File: src/rtl/ram_arb_pkg.sv
// Shared types and constants for the two-requester RAM arbiter slice.
package ram_arb_pkg;

    localparam int num_req_lp = 2;

    typedef enum logic {
        CLEAR = 1'b0,
        RUN   = 1'b1
    } state_e;

    typedef logic req_idx_t;

endpackage

File: src/rtl/rr_arb_2.sv
// Two-way round-robin arbiter: the favoured requester wins when it asks,
// and after any grant the pointer moves to favour the loser.
module rr_arb_2
    import ram_arb_pkg::*;
(
    input  logic       clk_i,
    input  logic       reset_ni,
    input  logic [1:0] req_i,
    output logic [1:0] grant_o
);

    req_idx_t ptr_q;
    req_idx_t ptr_d;

    always_comb begin
        grant_o = 2'b00;
        if (req_i[ptr_q]) begin
            grant_o[ptr_q] = 1'b1;
        end else if (req_i[~ptr_q]) begin
            grant_o[~ptr_q] = 1'b1;
        end
    end

    always_comb begin
        ptr_d = ptr_q;
        if (grant_o[0]) begin
            ptr_d = 1'b1;
        end else if (grant_o[1]) begin
            ptr_d = 1'b0;
        end
    end

    always_ff @(posedge clk_i or negedge reset_ni) begin
        if (!reset_ni) begin
            ptr_q <= 1'b0;
        end else begin
            ptr_q <= ptr_d;
        end
    end

endmodule

File: src/rtl/ram_1r1w_arbiter.sv
// Zero-fill sequencer plus independent read/write round-robin arbitration in
// front of a 1R1W synchronous RAM, with same-cycle write-to-read bypass.
module ram_1r1w_arbiter
    import ram_arb_pkg::*;
#(
    parameter  int width_p = 8,
    parameter  int depth_p = 512,
    localparam int addr_w  = $clog2(depth_p)
) (
    input  logic                           clk_i,
    input  logic                           reset_ni,
    // Handshake: a transfer happens in any cycle where req_valid_i[i] &
    // req_ready_o[i]; the requester keeps valid/we/addr/data stable until then.
    input  logic [num_req_lp-1:0]          req_valid_i,
    output logic [num_req_lp-1:0]          req_ready_o,
    input  logic [num_req_lp-1:0]          req_we_i,
    input  logic [num_req_lp*addr_w-1:0]   req_addr_i,
    input  logic [num_req_lp*width_p-1:0]  req_data_i,
    output logic [num_req_lp-1:0]          rsp_valid_o,
    output logic [width_p-1:0]             rsp_data_o,
    output logic                           init_done_o,
    output logic                           ram_wr_valid_o,
    output logic [addr_w-1:0]              ram_wr_addr_o,
    output logic [width_p-1:0]             ram_wr_data_o,
    output logic                           ram_rd_valid_o,
    output logic [addr_w-1:0]              ram_rd_addr_o,
    input  logic [width_p-1:0]             ram_rd_data_i,
    output state_e                         dbg_state_o
);

    localparam int                depth_i  = depth_p;
    localparam int                last_i   = depth_p - 1;
    localparam logic [addr_w:0]   depth_lp = depth_i[addr_w:0];
    localparam logic [addr_w-1:0] last_lp  = last_i[addr_w-1:0];

    state_e              state_q;
    logic [addr_w-1:0]   clr_addr_q;
    logic                init_done_q;
    logic                run;
    logic [1:0]          wr_req, rd_req, wr_gnt, rd_gnt;
    logic [addr_w-1:0]   wr_addr, rd_addr;
    logic [width_p-1:0]  wr_data;
    logic                wr_in_range, rd_in_range, collide;
    logic [1:0]          rsp_valid_q, rsp_valid_d;
    logic                byp_q, byp_d, oor_q, oor_d;
    logic [width_p-1:0]  byp_data_q, byp_data_d, last_rsp_q, rsp_cur;

    assign run    = (state_q == RUN);
    assign wr_req = run ? (req_valid_i & req_we_i)  : 2'b00;
    assign rd_req = run ? (req_valid_i & ~req_we_i) : 2'b00;

    rr_arb_2 u_wr_arb (.clk_i(clk_i), .reset_ni(reset_ni), .req_i(wr_req), .grant_o(wr_gnt));
    rr_arb_2 u_rd_arb (.clk_i(clk_i), .reset_ni(reset_ni), .req_i(rd_req), .grant_o(rd_gnt));

    assign req_ready_o = wr_gnt | rd_gnt;

    assign wr_addr = wr_gnt[1] ? req_addr_i[2*addr_w-1 -: addr_w] : req_addr_i[addr_w-1:0];
    assign wr_data = wr_gnt[1] ? req_data_i[2*width_p-1 -: width_p] : req_data_i[width_p-1:0];
    assign rd_addr = rd_gnt[1] ? req_addr_i[2*addr_w-1 -: addr_w] : req_addr_i[addr_w-1:0];

    assign wr_in_range = ({1'b0, wr_addr} < depth_lp);
    assign rd_in_range = ({1'b0, rd_addr} < depth_lp);
    assign collide     = (|wr_gnt) && (|rd_gnt) && wr_in_range && rd_in_range
                         && (wr_addr == rd_addr);

    // The sweep write is gated by reset_ni so the RAM sees no write while held in reset.
    always_comb begin
        ram_wr_valid_o = 1'b0;
        ram_wr_addr_o  = '0;
        ram_wr_data_o  = '0;
        ram_rd_valid_o = 1'b0;
        ram_rd_addr_o  = '0;
        if (!run) begin
            ram_wr_valid_o = reset_ni;
            ram_wr_addr_o  = clr_addr_q;
        end else begin
            if (|wr_gnt) begin
                ram_wr_valid_o = wr_in_range;
                ram_wr_addr_o  = wr_addr;
                ram_wr_data_o  = wr_data;
            end
            if (|rd_gnt) begin
                ram_rd_valid_o = rd_in_range;
                ram_rd_addr_o  = rd_addr;
            end
        end
    end

    always_ff @(posedge clk_i or negedge reset_ni) begin
        if (!reset_ni) begin
            state_q     <= CLEAR;
            clr_addr_q  <= '0;
            init_done_q <= 1'b0;
        end else begin
            case (state_q)
                CLEAR: begin
                    if (clr_addr_q == last_lp) begin
                        state_q     <= RUN;
                        clr_addr_q  <= '0;
                        init_done_q <= 1'b1;
                    end else begin
                        clr_addr_q <= clr_addr_q + addr_w'(1);
                    end
                end
                default: ;
            endcase
        end
    end

    always_comb begin
        rsp_valid_d = rd_gnt;
        byp_d       = collide;
        oor_d       = ~rd_in_range;
        byp_data_d  = wr_data;
    end

    // Response source is chosen from flags captured at grant time.
    assign rsp_cur    = byp_q ? byp_data_q : (oor_q ? '0 : ram_rd_data_i);
    assign rsp_data_o = (|rsp_valid_q) ? rsp_cur : last_rsp_q;

    always_ff @(posedge clk_i or negedge reset_ni) begin
        if (!reset_ni) begin
            rsp_valid_q <= 2'b00;
            byp_q       <= 1'b0;
            oor_q       <= 1'b0;
            byp_data_q  <= '0;
            last_rsp_q  <= '0;
        end else begin
            rsp_valid_q <= rsp_valid_d;
            byp_q       <= byp_d;
            oor_q       <= oor_d;
            byp_data_q  <= byp_data_d;
            if (|rsp_valid_q) begin
                last_rsp_q <= rsp_cur;
            end
        end
    end

    assign rsp_valid_o = rsp_valid_q;
    assign init_done_o = init_done_q;
    assign dbg_state_o = state_q;

endmodule

File: config.mk
export PLATFORM = sky130hd
export DESIGN_NAME = ram_1r1w_arbiter
export DESIGN_NICKNAME = d
export VERILOG_FILES = /design/src/rtl/ram_arb_pkg.sv /design/src/rtl/rr_arb_2.sv /design/src/rtl/ram_1r1w_arbiter.sv
export SDC_FILE = /design/constraint.sdc
export NUM_CORES = 1
export LEC_CHECK = 0
export CORE_UTILIZATION = 46
export CTS_BUF_LIST = sky130_fd_sc_hd__clkbuf_8
export CTS_CLUSTER_DIAMETER = 120
export CTS_CLUSTER_SIZE = 10
export DETAILED_ROUTE_END_ITERATION = 6
export PLACE_DENSITY = 0.88
export SYNTH_ARGS = -nofsm -noshare
export SYNTH_HDL_FRONTEND = slang
export SYNTH_HIERARCHICAL = 1
export SYNTH_SLANG_ARGS = --single-unit
File: constraint.sdc
create_clock -name clk_i -period 4.1 [get_ports clk_i]
set_input_delay 0.82 -clock clk_i [delete_from_list [all_inputs] [get_ports clk_i]]
set_output_delay 0.82 -clock clk_i [all_outputs]
set_load 0.01 [all_outputs]
==> results.sh <==
export IMPL_fmax_ghz=0.258
export IMPL_clkTransAtPathRegs_ps=60
export IMPL_ir_worst_vdd_uv=139
export IMPL_ys_seq_elements=32
export IMPL_startpoint_type="input pin"
export IMPL_n_antenna_cell=0
export IMPL_synthesis_area_um2=1970
export IMPL_clkLatencyLatePin_ps=280
export IMPL_dp_hpwl_mm=4.18
export IMPL_cts_tree="yes"
export IMPL_netSwitchingFraction=0.206
export IMPL_finalHoldViolations=0
export IMPL_cp_slowest_cell="clkdlybuf4s50_1"
export IMPL_viasPerCell=5.42
export IMPL_htreeDepth=2
export IMPL_utilization=0.730
export IMPL_port_buffers=89
export IMPL_finalSetupViolCount=0
export IMPL_crit_chain="clkdlybuf4s50_1 -> nand2_1 -> nor2_1 -> a21boi_0 -> o21ai_1 -> nor2_1 -> clkdlybuf4s50_1"
export IMPL_syn_nets=266
export IMPL_place_congestion=0.834
export IMPL_dieArea_um2=4550
export IMPL_syn2layout_area_growth_pct=50.3
export IMPL_internal_power_uw=521
export IMPL_synth_seq_area_share=0.406
export IMPL_yosys_area_top_type_share=0.406
export IMPL_required_ps=3280
export IMPL_fin_worst_skew_ps=3.64
export IMPL_floorplan_die_height_um=67.5
export IMPL_antenna_found_initial=0
export IMPL_min_period_ps=3870
export IMPL_cp_arrival_ps=3050
export IMPL_root_buffer="clkbuf_8"
export IMPL_placed_area_um2=2870
export IMPL_ant_nets=0
export IMPL_drc_errors=0
export IMPL_die_w_um=67.5
export IMPL_setup_tns_ps=0
export IMPL_status="complete, no violations"
export IMPL_yosys_warnings=6
export IMPL_crit_type="input pin to output pin"
export IMPL_slew_headroom=0.481
export IMPL_power_density_nw_per_um2=221
export IMPL_p_seq_frac=0.489
export IMPL_drv_cap=0
export IMPL_rsz0062_at_grt="false"
export IMPL_drt_iter0_markers=114
export IMPL_vias=1904
export IMPL_nNetsFinal=351
export IMPL_cts_buffers=5
export IMPL_slowest_delay_ps=550
export IMPL_first_global_vias=1861
export IMPL_power_frac_comb=0.121
export IMPL_start_util=0.486
export IMPL_grt_pass1_wl_mm=8.51
export IMPL_pin_count=90
export IMPL_synth_top_cell_by_area="dfrtp_1"
export IMPL_first_pass_iters=4
export IMPL_cts_sinks=32
export IMPL_final_cells=351
export IMPL_fin_total_pwr_uw=656
export IMPL_worst_pin_slew_ps=774
export IMPL_p_leak_nw=1.18
export IMPL_place_inst=344
export IMPL_avgSynthCellArea_um2=9.13
export IMPL_ys_types=36
export IMPL_rows=23
export IMPL_final_cell_area_um2=2960
export IMPL_finalCritPeriodShare=0.944
export IMPL_drive_gt1_frac=0.0963
export IMPL_grt_max_degree=33
export IMPL_hold_path_class="flop to flop"
export IMPL_switchingPower_uw=135
export IMPL_crit_fanout=10
export IMPL_track_usage=0.257
export IMPL_p_clk_frac=0.390
export IMPL_crit_path_end_kind="output pin"
export IMPL_slew_viol_final=0
export IMPL_r2r_slack_ps=1920
export IMPL_synthCells=216
export IMPL_cts_path_max_buffers=2
export IMPL_routedWlPerCell_um=15.6
export IMPL_nFillCells=315
export IMPL_design_core_area_um2=4060
export IMPL_synthTopCellsByArea="dfrtp_1 41%, mux2i_1 8.6%, nor2_1 8.6%, mux2_2 5.1%, xor2_1 4.0%"
export IMPL_gr_total_overflow=0
export IMPL_drt_total_wl_mm=5.49
-- power groups by stage --
stage / Sequential, mW / Combinational, mW / Clock, mW
floorplan: 0.326 / 0.0173 / 0
global placement: 0.326 / 0.0782 / 0
detailed placement: 0.327 / 0.0797 / 0
CTS: 0.321 / 0.0804 / 0.262
global route: 0.321 / 0.0863 / 0.280
finish: 0.321 / 0.0796 / 0.256
-- synthesized netlist by cell type (all sizes together) --
cell type	count
a21boi	4
a21o	1
a21oi	13
a221oi	8
a22o	2
a31oi	1
a32oi	1
a41oi	1
and2	1
and3	4
buf	12
clkbuf	5
dfrtp	32
ha	2
inv	5
mux2	9
mux2i	17
nand2	8
nand2b	4
nand3	1
nor2	45
nor2b	9
nor3	1
nor4	1
o21ai	12
o22ai	1
o31ai	2
o41ai	1
or2	4
xor2	9
-- stage by stage --
step,worst slack [ps],hold slack (ps)
floorplan,1370,456
global placement,146,445
detailed placement,95.1,446
CTS,72.0,466
global route,18.6,501
finish,231,462
-- cells by family (layout without fill, tap and decap cells) --
| group | count (synthesis) | count (layout) | share of synthesized area |
|---|---|---|---|
| flip-flops | 32 | 32 | 0.406 |
| AND/OR/NAND/NOR | 78 | 78 | 0.179 |
| XOR/XNOR | 9 | 9 | 0.0400 |
| multiplexers | 26 | 26 | 0.138 |
| buffers and inverters | 22 | 107 | 0.0647 |
| AO/OA/AOI/OAI | 47 | 47 | 0.160 |
| adder cells (fa/ha/maj) | 2 | 2 | 0.0127 |
-- sequential cells by signal, indices dropped and copies added (netlist names) --
| register | cells |
|---|---|
| u_wr_arb/ptr_q | 1 |
| u_rd_arb/ptr_q | 1 |
| byp_q | 1 |
| init_done_o | 1 |
| last_rsp_q | 8 |
| rsp_valid_o | 2 |
| clr_addr_q | 9 |
| dbg_state_o | 1 |
| byp_data_q | 8 |
-- critical path: cells and delay by family --
family / cells / cell delay [ps]
buffers and inverters: 2 / 1020
AO/OA/AOI/OAI: 2 / 770
AND/OR/NAND/NOR: 3 / 440
-- layout make-up --
class | instances | area (µm²) | share of cell area
clock buffer | 7 | 96.3 | 0.0325
inverter | 5 | 18.8 | 0.00633
multi-input combinational | 162 | 1050 | 0.354
sequential | 32 | 801 | 0.270
tap | 50 | 62.6 | 0.0211
timing repair buffer | 95 | 936 | 0.316
-- worst paths after layout --
path                                      from                to  cells past startpoint
worst min-delay path               init_done_o       init_done_o                      1
worst max register to register   clr_addr_q[0]     clr_addr_q[7]                      7
min in group asynchronous             reset_ni     clr_addr_q[5]                      2
max in group asynchronous             reset_ni     last_rsp_q[0]                      2
worst max-delay path            req_valid_i[0]  ram_rd_addr_o[4]                      7
worst min register to register     init_done_o       init_done_o                      1
-- cell usage in the layout, fill, tap and decap left out --
| cell type | n |
|---|---|
| ha_1 | 2 |
| mux2_2 | 9 |
| o41ai_2 | 1 |
| a221oi_1 | 8 |
| nand2_1 | 8 |
| clkdlybuf4s50_1 | 89 |
| nor2b_1 | 8 |
| xor2_1 | 9 |
| inv_1 | 5 |
| o21ai_2 | 1 |
| a21boi_2 | 1 |
| nand2b_1 | 4 |
| a21oi_1 | 13 |
| dfrtp_1 | 32 |
| nor4_1 | 1 |
| a22o_1 | 2 |
| nor2_1 | 45 |
| a21boi_0 | 2 |
| a21boi_1 | 1 |
| or2_2 | 3 |
| a32oi_1 | 1 |
| nor3_1 | 1 |
| a41oi_1 | 1 |
| clkbuf_8 | 7 |
| o31ai_1 | 2 |
| buf_4 | 6 |
| a21o_1 | 1 |
| nand3_1 | 1 |
| mux2i_1 | 17 |
| o21ai_1 | 1 |
| o21ai_0 | 10 |
| and2_1 | 1 |
| a31oi_1 | 1 |
| or2_1 | 1 |
| o22ai_1 | 1 |
| and3_1 | 4 |
| nor2b_2 | 1 |
-- routing by layer --
| layer | vias up | part of all wire | track usage |
|---|---|---|---|
| li1 | 912 | - | - |
| met1 | 898 | 0.40 | 0.291 |
| met2 | 81 | 0.51 | 0.452 |
| met3 | 13 | 0.073 | 0.0726 |
| met4 | 0 | 0.020 | 0.0984 |
| met5 | - | 0 | 0 |
-- timing repair --
action / CTS / global route
resized for setup: 0 / 1
setup buffers: 0 / 0
hold buffers: 0 / 0
setup endpoints to repair: 0 / 8
Note: power is estimated with default switching activity, not from simulation.
